$ cat config.mk
export PLATFORM = sky130hd
export DESIGN_NAME = core_run_ctrl
export DESIGN_NICKNAME = d
export VERILOG_FILES = /design/src/rtl/core_run_ctrl_pkg.sv /design/src/rtl/core_run_timer.sv /design/src/rtl/core_run_ctrl.sv
export SDC_FILE = /design/constraint.sdc
export NUM_CORES = 1
export LEC_CHECK = 0
export ABC_AREA = 0
export CAP_MARGIN = 10
export CORE_MARGIN = 1.5
export CORE_UTILIZATION = 57
export CTS_BUF_LIST = sky130_fd_sc_hd__clkbuf_8
export CTS_CLUSTER_SIZE = 12
export DETAILED_ROUTE_END_ITERATION = 16
export PLACE_DENSITY = 0.8
export SYNTH_ARGS = -nofsm -noshare
export SYNTH_HDL_FRONTEND = slang
export SYNTH_SLANG_ARGS = --single-unit
export TNS_END_PERCENT = 50
$ cat constraint.sdc
create_clock -name clk -period 3.38 [get_ports clk]
set_clock_uncertainty 0.2 [all_clocks]
set_input_delay 0.845 -clock clk [delete_from_list [all_inputs] [get_ports clk]]
set_output_delay 0.845 -clock clk [all_outputs]
set_load 0.01 [all_outputs]
$ cat src/rtl/core_run_ctrl_pkg.sv
// Shared types and helpers for the core run sequencer.
//   run_state_e : sequencer states
//   ctr_width() : delay counter width for a given maximum delay in cycles
package core_run_ctrl_pkg;

  typedef enum logic [2:0] {
    IDLE   = 3'd0,
    RST    = 3'd1,
    SETTLE = 3'd2,
    RUN    = 3'd3,
    DONE   = 3'd4
  } run_state_e;

  // Counter holds values 0..max_delay; never narrower than one bit.
  function automatic int ctr_width(input int max_delay);
    return (max_delay < 1) ? 1 : $clog2(max_delay + 1);
  endfunction

endpackage

$ cat src/rtl/core_run_timer.sv
// Loadable down-counter with a zero flag, shared by the RST, SETTLE and
// hart-stagger delays of the run sequencer.
// Ports:
//   clk      in   system clock, rising edge
//   reset    in   asynchronous active-high reset (count -> 0)
//   load     in   load load_val this cycle (wins over counting)
//   load_val in   W  value to load
//   zero     out  count is zero (counter idles there until reloaded)
module core_run_timer #(
  parameter int W = 4
) (
  input  logic         clk,
  input  logic         reset,
  input  logic         load,
  input  logic [W-1:0] load_val,
  output logic         zero
);

  logic [W-1:0] cnt_q, cnt_d;

  always_comb begin
    cnt_d = cnt_q;
    if (load) begin
      cnt_d = load_val;
    end else if (cnt_q != '0) begin
      cnt_d = cnt_q - 1'b1;
    end
  end

  always_ff @(posedge clk or posedge reset) begin
    if (reset) begin
      cnt_q <= '0;
    end else begin
      cnt_q <= cnt_d;
    end
  end

  assign zero = (cnt_q == '0);

endmodule

$ cat src/rtl/core_run_ctrl.sv
// Run sequencer for one or more RISC-V harts: holds the core in reset, waits a
// settle window, then enables harts with a programmable stagger until every
// hart has halted. Optional watchdog enabled by defining
// CORE_RUN_CTRL_WATCHDOG_EN (otherwise timeout is constant 0).
// Ports:
//   clk, reset        clock (rising edge), async active-high reset
//   start             1-cycle pulse, begins a run from IDLE or DONE
//   abort             level, forces IDLE (core back in reset)
//   halt_req          per-hart halt request, honoured only in RUN
//   core_reset        active-high reset to the core(s)
//   core_enable       per-hart enable
//   busy              high in RST/SETTLE/RUN
//   done / timeout    sticky completion / watchdog flags
//   cycle_count       RUN cycles elapsed, saturating
//
// state  | meaning
// IDLE   | core held in reset, waiting for start
// RST    | core held in reset for RST_CYCLES
// SETTLE | reset released, harts still disabled
// RUN    | harts enabled by stagger slot until halted
// DONE   | all harts halted or watchdog expired, core left out of reset
module core_run_ctrl
  import core_run_ctrl_pkg::*;
#(
  parameter int NUM_HARTS     = 1,
  parameter int RST_CYCLES    = 4,
  parameter int SETTLE_CYCLES = 2,
  parameter int STAGGER       = 0,
  parameter int RUN_CYCLES    = 50,
  parameter int CYC_W         = 32
) (
  input  logic                 clk,
  input  logic                 reset,
  input  logic                 start,
  input  logic                 abort,
  input  logic [NUM_HARTS-1:0] halt_req,
  output logic                 core_reset,
  output logic [NUM_HARTS-1:0] core_enable,
  output logic                 busy,
  output logic                 done,
  output logic                 timeout,
  output logic [CYC_W-1:0]     cycle_count
);

  localparam int MAX_RS  = (RST_CYCLES > SETTLE_CYCLES) ? RST_CYCLES : SETTLE_CYCLES;
  localparam int MAX_DLY = (MAX_RS > STAGGER) ? MAX_RS : STAGGER;
  localparam int TW      = ctr_width(MAX_DLY);

  localparam logic [TW-1:0] RST_LOAD    = TW'(RST_CYCLES - 1);
  localparam logic [TW-1:0] SETTLE_LOAD = TW'((SETTLE_CYCLES > 0) ? SETTLE_CYCLES - 1 : 0);
  localparam logic [TW-1:0] STAG_LOAD   = TW'((STAGGER > 0) ? STAGGER - 1 : 0);

  localparam logic [NUM_HARTS-1:0] ALL_HARTS = '1;
  localparam logic [NUM_HARTS-1:0] ONE_HART  = NUM_HARTS'(1);
  // With no stagger every hart is released on the first RUN cycle.
  localparam logic [NUM_HARTS-1:0] FIRST_SLOT = (STAGGER == 0) ? ALL_HARTS : ONE_HART;

`ifdef CORE_RUN_CTRL_WATCHDOG_EN
  localparam bit WD_EN = 1'b1;
`else
  localparam bit WD_EN = 1'b0;
`endif
  localparam logic [CYC_W-1:0] WD_LIMIT = CYC_W'(RUN_CYCLES);

  run_state_e           state_q, state_d;
  logic [NUM_HARTS-1:0] halted_q, halted_d;
  // Harts whose stagger slot has arrived; always a contiguous run of low bits.
  logic [NUM_HARTS-1:0] released_q, released_d;
  logic [NUM_HARTS-1:0] core_enable_q, core_enable_d;
  logic [CYC_W-1:0]     cycle_count_q, cycle_count_d;
  logic                 core_reset_q, core_reset_d;
  logic                 busy_q, busy_d;
  logic                 done_q, done_d;
  logic                 timeout_q, timeout_d;

  logic          tmr_load;
  logic [TW-1:0] tmr_val;
  logic          tmr_zero;

  core_run_timer #(.W(TW)) u_timer (
    .clk      (clk),
    .reset    (reset),
    .load     (tmr_load),
    .load_val (tmr_val),
    .zero     (tmr_zero)
  );

  always_comb begin
    state_d       = state_q;
    halted_d      = halted_q;
    released_d    = released_q;
    cycle_count_d = cycle_count_q;
    done_d        = done_q;
    timeout_d     = timeout_q;
    tmr_load      = 1'b0;
    tmr_val       = STAG_LOAD;

    if (abort) begin
      state_d = IDLE;
    end else begin
      case (state_q)
        IDLE, DONE: begin
          if (start) begin
            state_d       = RST;
            tmr_load      = 1'b1;
            tmr_val       = RST_LOAD;
            done_d        = 1'b0;
            timeout_d     = 1'b0;
            cycle_count_d = '0;
            halted_d      = '0;
          end
        end
        RST: begin
          if (tmr_zero) begin
            tmr_load = 1'b1;
            if (SETTLE_CYCLES == 0) begin
              state_d    = RUN;
              released_d = FIRST_SLOT;
              tmr_val    = STAG_LOAD;
            end else begin
              state_d = SETTLE;
              tmr_val = SETTLE_LOAD;
            end
          end
        end
        SETTLE: begin
          if (tmr_zero) begin
            state_d    = RUN;
            released_d = FIRST_SLOT;
            tmr_load   = 1'b1;
            tmr_val    = STAG_LOAD;
          end
        end
        RUN: begin
          halted_d = halted_q | halt_req;
          if (cycle_count_q != '1) begin
            cycle_count_d = cycle_count_q + 1'b1;
          end
          if (tmr_zero && !released_q[NUM_HARTS-1]) begin
            released_d = (released_q << 1) | ONE_HART;
            tmr_load   = 1'b1;
            tmr_val    = STAG_LOAD;
          end
          // A final halt on the watchdog's last cycle counts as completion.
          if (&halted_d) begin
            state_d = DONE;
            done_d  = 1'b1;
          end else if (WD_EN && (cycle_count_d >= WD_LIMIT)) begin
            state_d   = DONE;
            timeout_d = 1'b1;
          end
        end
        default: state_d = IDLE;
      endcase
    end

    // Outputs are registered, so they are decoded from the upcoming state.
    core_reset_d  = (state_d == IDLE) || (state_d == RST);
    busy_d        = (state_d == RST) || (state_d == SETTLE) || (state_d == RUN);
    core_enable_d = (state_d == RUN) ? (released_d & ~halted_d) : '0;
  end

  always_ff @(posedge clk or posedge reset) begin
    if (reset) begin
      state_q       <= IDLE;
      halted_q      <= '0;
      released_q    <= '0;
      core_enable_q <= '0;
      cycle_count_q <= '0;
      core_reset_q  <= 1'b1;
      busy_q        <= 1'b0;
      done_q        <= 1'b0;
      timeout_q     <= 1'b0;
    end else begin
      state_q       <= state_d;
      halted_q      <= halted_d;
      released_q    <= released_d;
      core_enable_q <= core_enable_d;
      cycle_count_q <= cycle_count_d;
      core_reset_q  <= core_reset_d;
      busy_q        <= busy_d;
      done_q        <= done_d;
      timeout_q     <= timeout_d;
    end
  end

  assign core_reset  = core_reset_q;
  assign core_enable = core_enable_q;
  assign busy        = busy_q;
  assign done        = done_q;
  assign timeout     = timeout_q;
  assign cycle_count = cycle_count_q;

endmodule

==> results.json <==
{
  "status": "completed",
  "drc": 0,
  "drtIter0Drc": 291,
  "synth_area_leader_cell": "dfrtp_1",
  "die_w_um": 70.4,
  "post-place-ws_ns": 0.544,
  "cts_hold_buf": 0,
  "synthCells": 275,
  "fin_ws_ns": 0.496,
  "insertedDiodeCount": 0,
  "gp_congestion": 0.947,
  "maxSlewViolCount": 0,
  "n_fill_cell": 352,
  "worstHoldStart": "released_q",
  "crit_required_ns": 3.31,
  "vias": 2399,
  "dp_cells": 357,
  "clk_latency_ns": 0.29,
  "synthTopCellsByArea": "dfrtp_1 42%, o31ai_1 5.2%, nand4_1 3.9%, a211o_1 3.7%, nand3_1 3.7%",
  "finalHoldViolCount": 0,
  "netSwitchingFraction": 0.296,
  "peakVddDrop_mv": 0.187,
  "criticalPathCategory": "reg2reg",
  "path_cells": "ha_1 -> nand4_1 -> nor2_2 -> nand4_1 -> o21ai_1 -> o311ai_0",
  "max_slew.worst_pin.slew_ns": 0.993,
  "hold_path_class": "reg2reg",
  "rsz0062_at_grt": "false",
  "ant_nets": 0,
  "cpPeakStageDelay_ns": 0.82,
  "cp_max_fo": 12,
  "io_buffers": 40,
  "fin_hold_ws_ns": 0.326,
  "cts.path.max_buffers": 2,
  "via_per_inst": 6.57,
  "cts_buffers": 5,
  "finalNetCount": 320,
  "final-setup-viol-count": 0,
  "layout_commonest_cell": "dfrtp_1",
  "grt_pass1_wl_um": 11200,
  "wl_per_cell_um": 18.1,
  "cts_setup_buffers": 0,
  "worst-endpoint-arrival_ns": 2.82,
  "cp_num_buf_inv": 0,
  "startpoint_type": "flip-flop",
  "max_freq_ghz": 0.347,
  "clock-sinks": 44,
  "critPathLaunch": "cycle_count[0]",
  "worst_setup_path_end_kind": "flip-flop",
  "ys_ff_latch": 44,
  "die_h_um": 70.4,
  "final_cells": 365,
  "dr.pass1.iters": 4,
  "cp_slowest_cell": "o21ai_1",
  "pwr-share-seq": 0.515,
  "wl_um": 6620,
  "slew-limit-headroom": 0.334,
  "critPathMostFrequentCell": "nand4_1",
  "grt_pass1_vias": 2267,
  "ys_warn_count": 0,
  "timing.rr.start": "cycle_count[0]",
  "grt_max_degree": 45,
  "cts_tree": "yes",
  "hpwl_um": 4410,
  "syn_area_per_cell_um2": 9.41,
  "gr-total-overflow": 0,
  "synth-edff-count": 0,
  "p_switching_uw": 350,
  "syn_nets": 283,
  "synthFlopType": "dfrtp_1",
  "crit_family": "compound AO/OA/AOI/OAI gates",
  "power.clock.fraction": 0.284,
  "num_io_pins": 42,
  "fin_crit_sh": 0.853,
  "max-cap-violations": 0,
  "synth_top_area_share": 0.416,
  "layout_common_cells": "43 x dfrtp_1, 40 x clkdlybuf4s50_1, 24 x nor2_1",
  "min_period_ns": 2.88,
  "clkTransAtPathRegs_ns": 0.08,
  "htreeDepth": 2,
  "power.density_mw_per_mm2": 384,
  "grtUsageTotal": 0.283,
  "internal-power_uw": 831,
  "synthDistinctLibCells": 60,
  "clockRootBuffer": "clkbuf_8",
  "syn_area_mm2": 0.00259,
  "die_area_mm2": 0.00495,
  "core_area_mm2": 0.00435,
  "setup_tns_ns": 0,
  "async_flop_share": 1.00,
  "post_cts_resized": 0,
  "final_util": 0.706,
  "drive_gt1_frac": 0.0831,
  "antenna_found_initial": 0,
  "num_rows": 24,
  "start_util": 0.595,
  "p_leak_nw": 1.35,
  "syn_to_final_growth_pct": 18.8,
  "yosysSeqAreaShare": 0.426,
  "largest_reg_flops": 32,
  "comb_power_share": 0.201
}
-- synthesized netlist by cell type, types with 3 or more instances --
cell / count
nand2b_1: 4
xnor2_1: 3
clkbuf_1: 3
nor2_1: 24
o22ai_1: 4
buf_6: 4
nor4_1: 5
ha_1: 3
buf_2: 3
and3_1: 11
o21ai_0: 9
inv_1: 7
nor3_1: 9
nand3_1: 19
a21oi_1: 5
a22o_1: 6
o31ai_1: 18
dfrtp_1: 43
nand4_1: 16
nand2_1: 15
a211o_1: 11
buf_4: 3
and2_1: 5
-- layer usage --
layer  part of all wire  global-route usage
met5                  0                   0
met4              0.013              0.0897
met3              0.080              0.0505
met2               0.47               0.430
met1               0.44               0.410
-- path summary, 6_finish.rpt --
check / cells past startpoint / to / slack, ns
min in group asynchronous: 3 / cycle_count[2] / 0.79
worst min-delay path: 1 / released_q / 0.33
worst max register to register: 6 / cycle_count[22] / 0.50
worst min register to register: 1 / released_q / 0.33
worst max-delay path: 6 / cycle_count[22] / 0.50
max in group asynchronous: 3 / core_reset / 1.80
-- through the flow --
step	total power, mW	cell area [um2]
global placement	0.846	2990
CTS	1.19	3080
finish	1.18	3080
detailed placement	0.855	2990
global route	1.25	3080
floorplan	0.798	2590
-- power by group through the flow --
stage,registers (mW),clock network (mW),logic [mW]
final,0.608,0.335,0.238
after global routing,0.613,0.360,0.273
after CTS,0.608,0.339,0.239
after detailed placement,0.617,0,0.238
after global placement,0.614,0,0.233
after floorplan,0.601,0,0.198
-- cells by family after synthesis --
| kind of cell | synth area share |
|---|---|
| buffers and inverters | 0.0498 |
| DFF | 0.426 |
| xor gates and xnor gates | 0.0135 |
| AOI/OAI and AO/OA | 0.198 |
| and+or+nand+nor | 0.293 |
| muxes | 0.00387 |
| other | 0.00145 |
| adders and majority gates | 0.0145 |
-- final cells by class --
type,count,area [um2],area share
flip-flops and latches,44,1100,0.358
multi-input cells,209,1360,0.441
clock inverters,2,7.51,0.00244
repair buffers,44,430,0.140
well taps,52,65.1,0.0212
clock buffers,6,82.6,0.0269
inverters,8,30.0,0.00976
No activity file was read; power rests on OpenSTA's default activity.
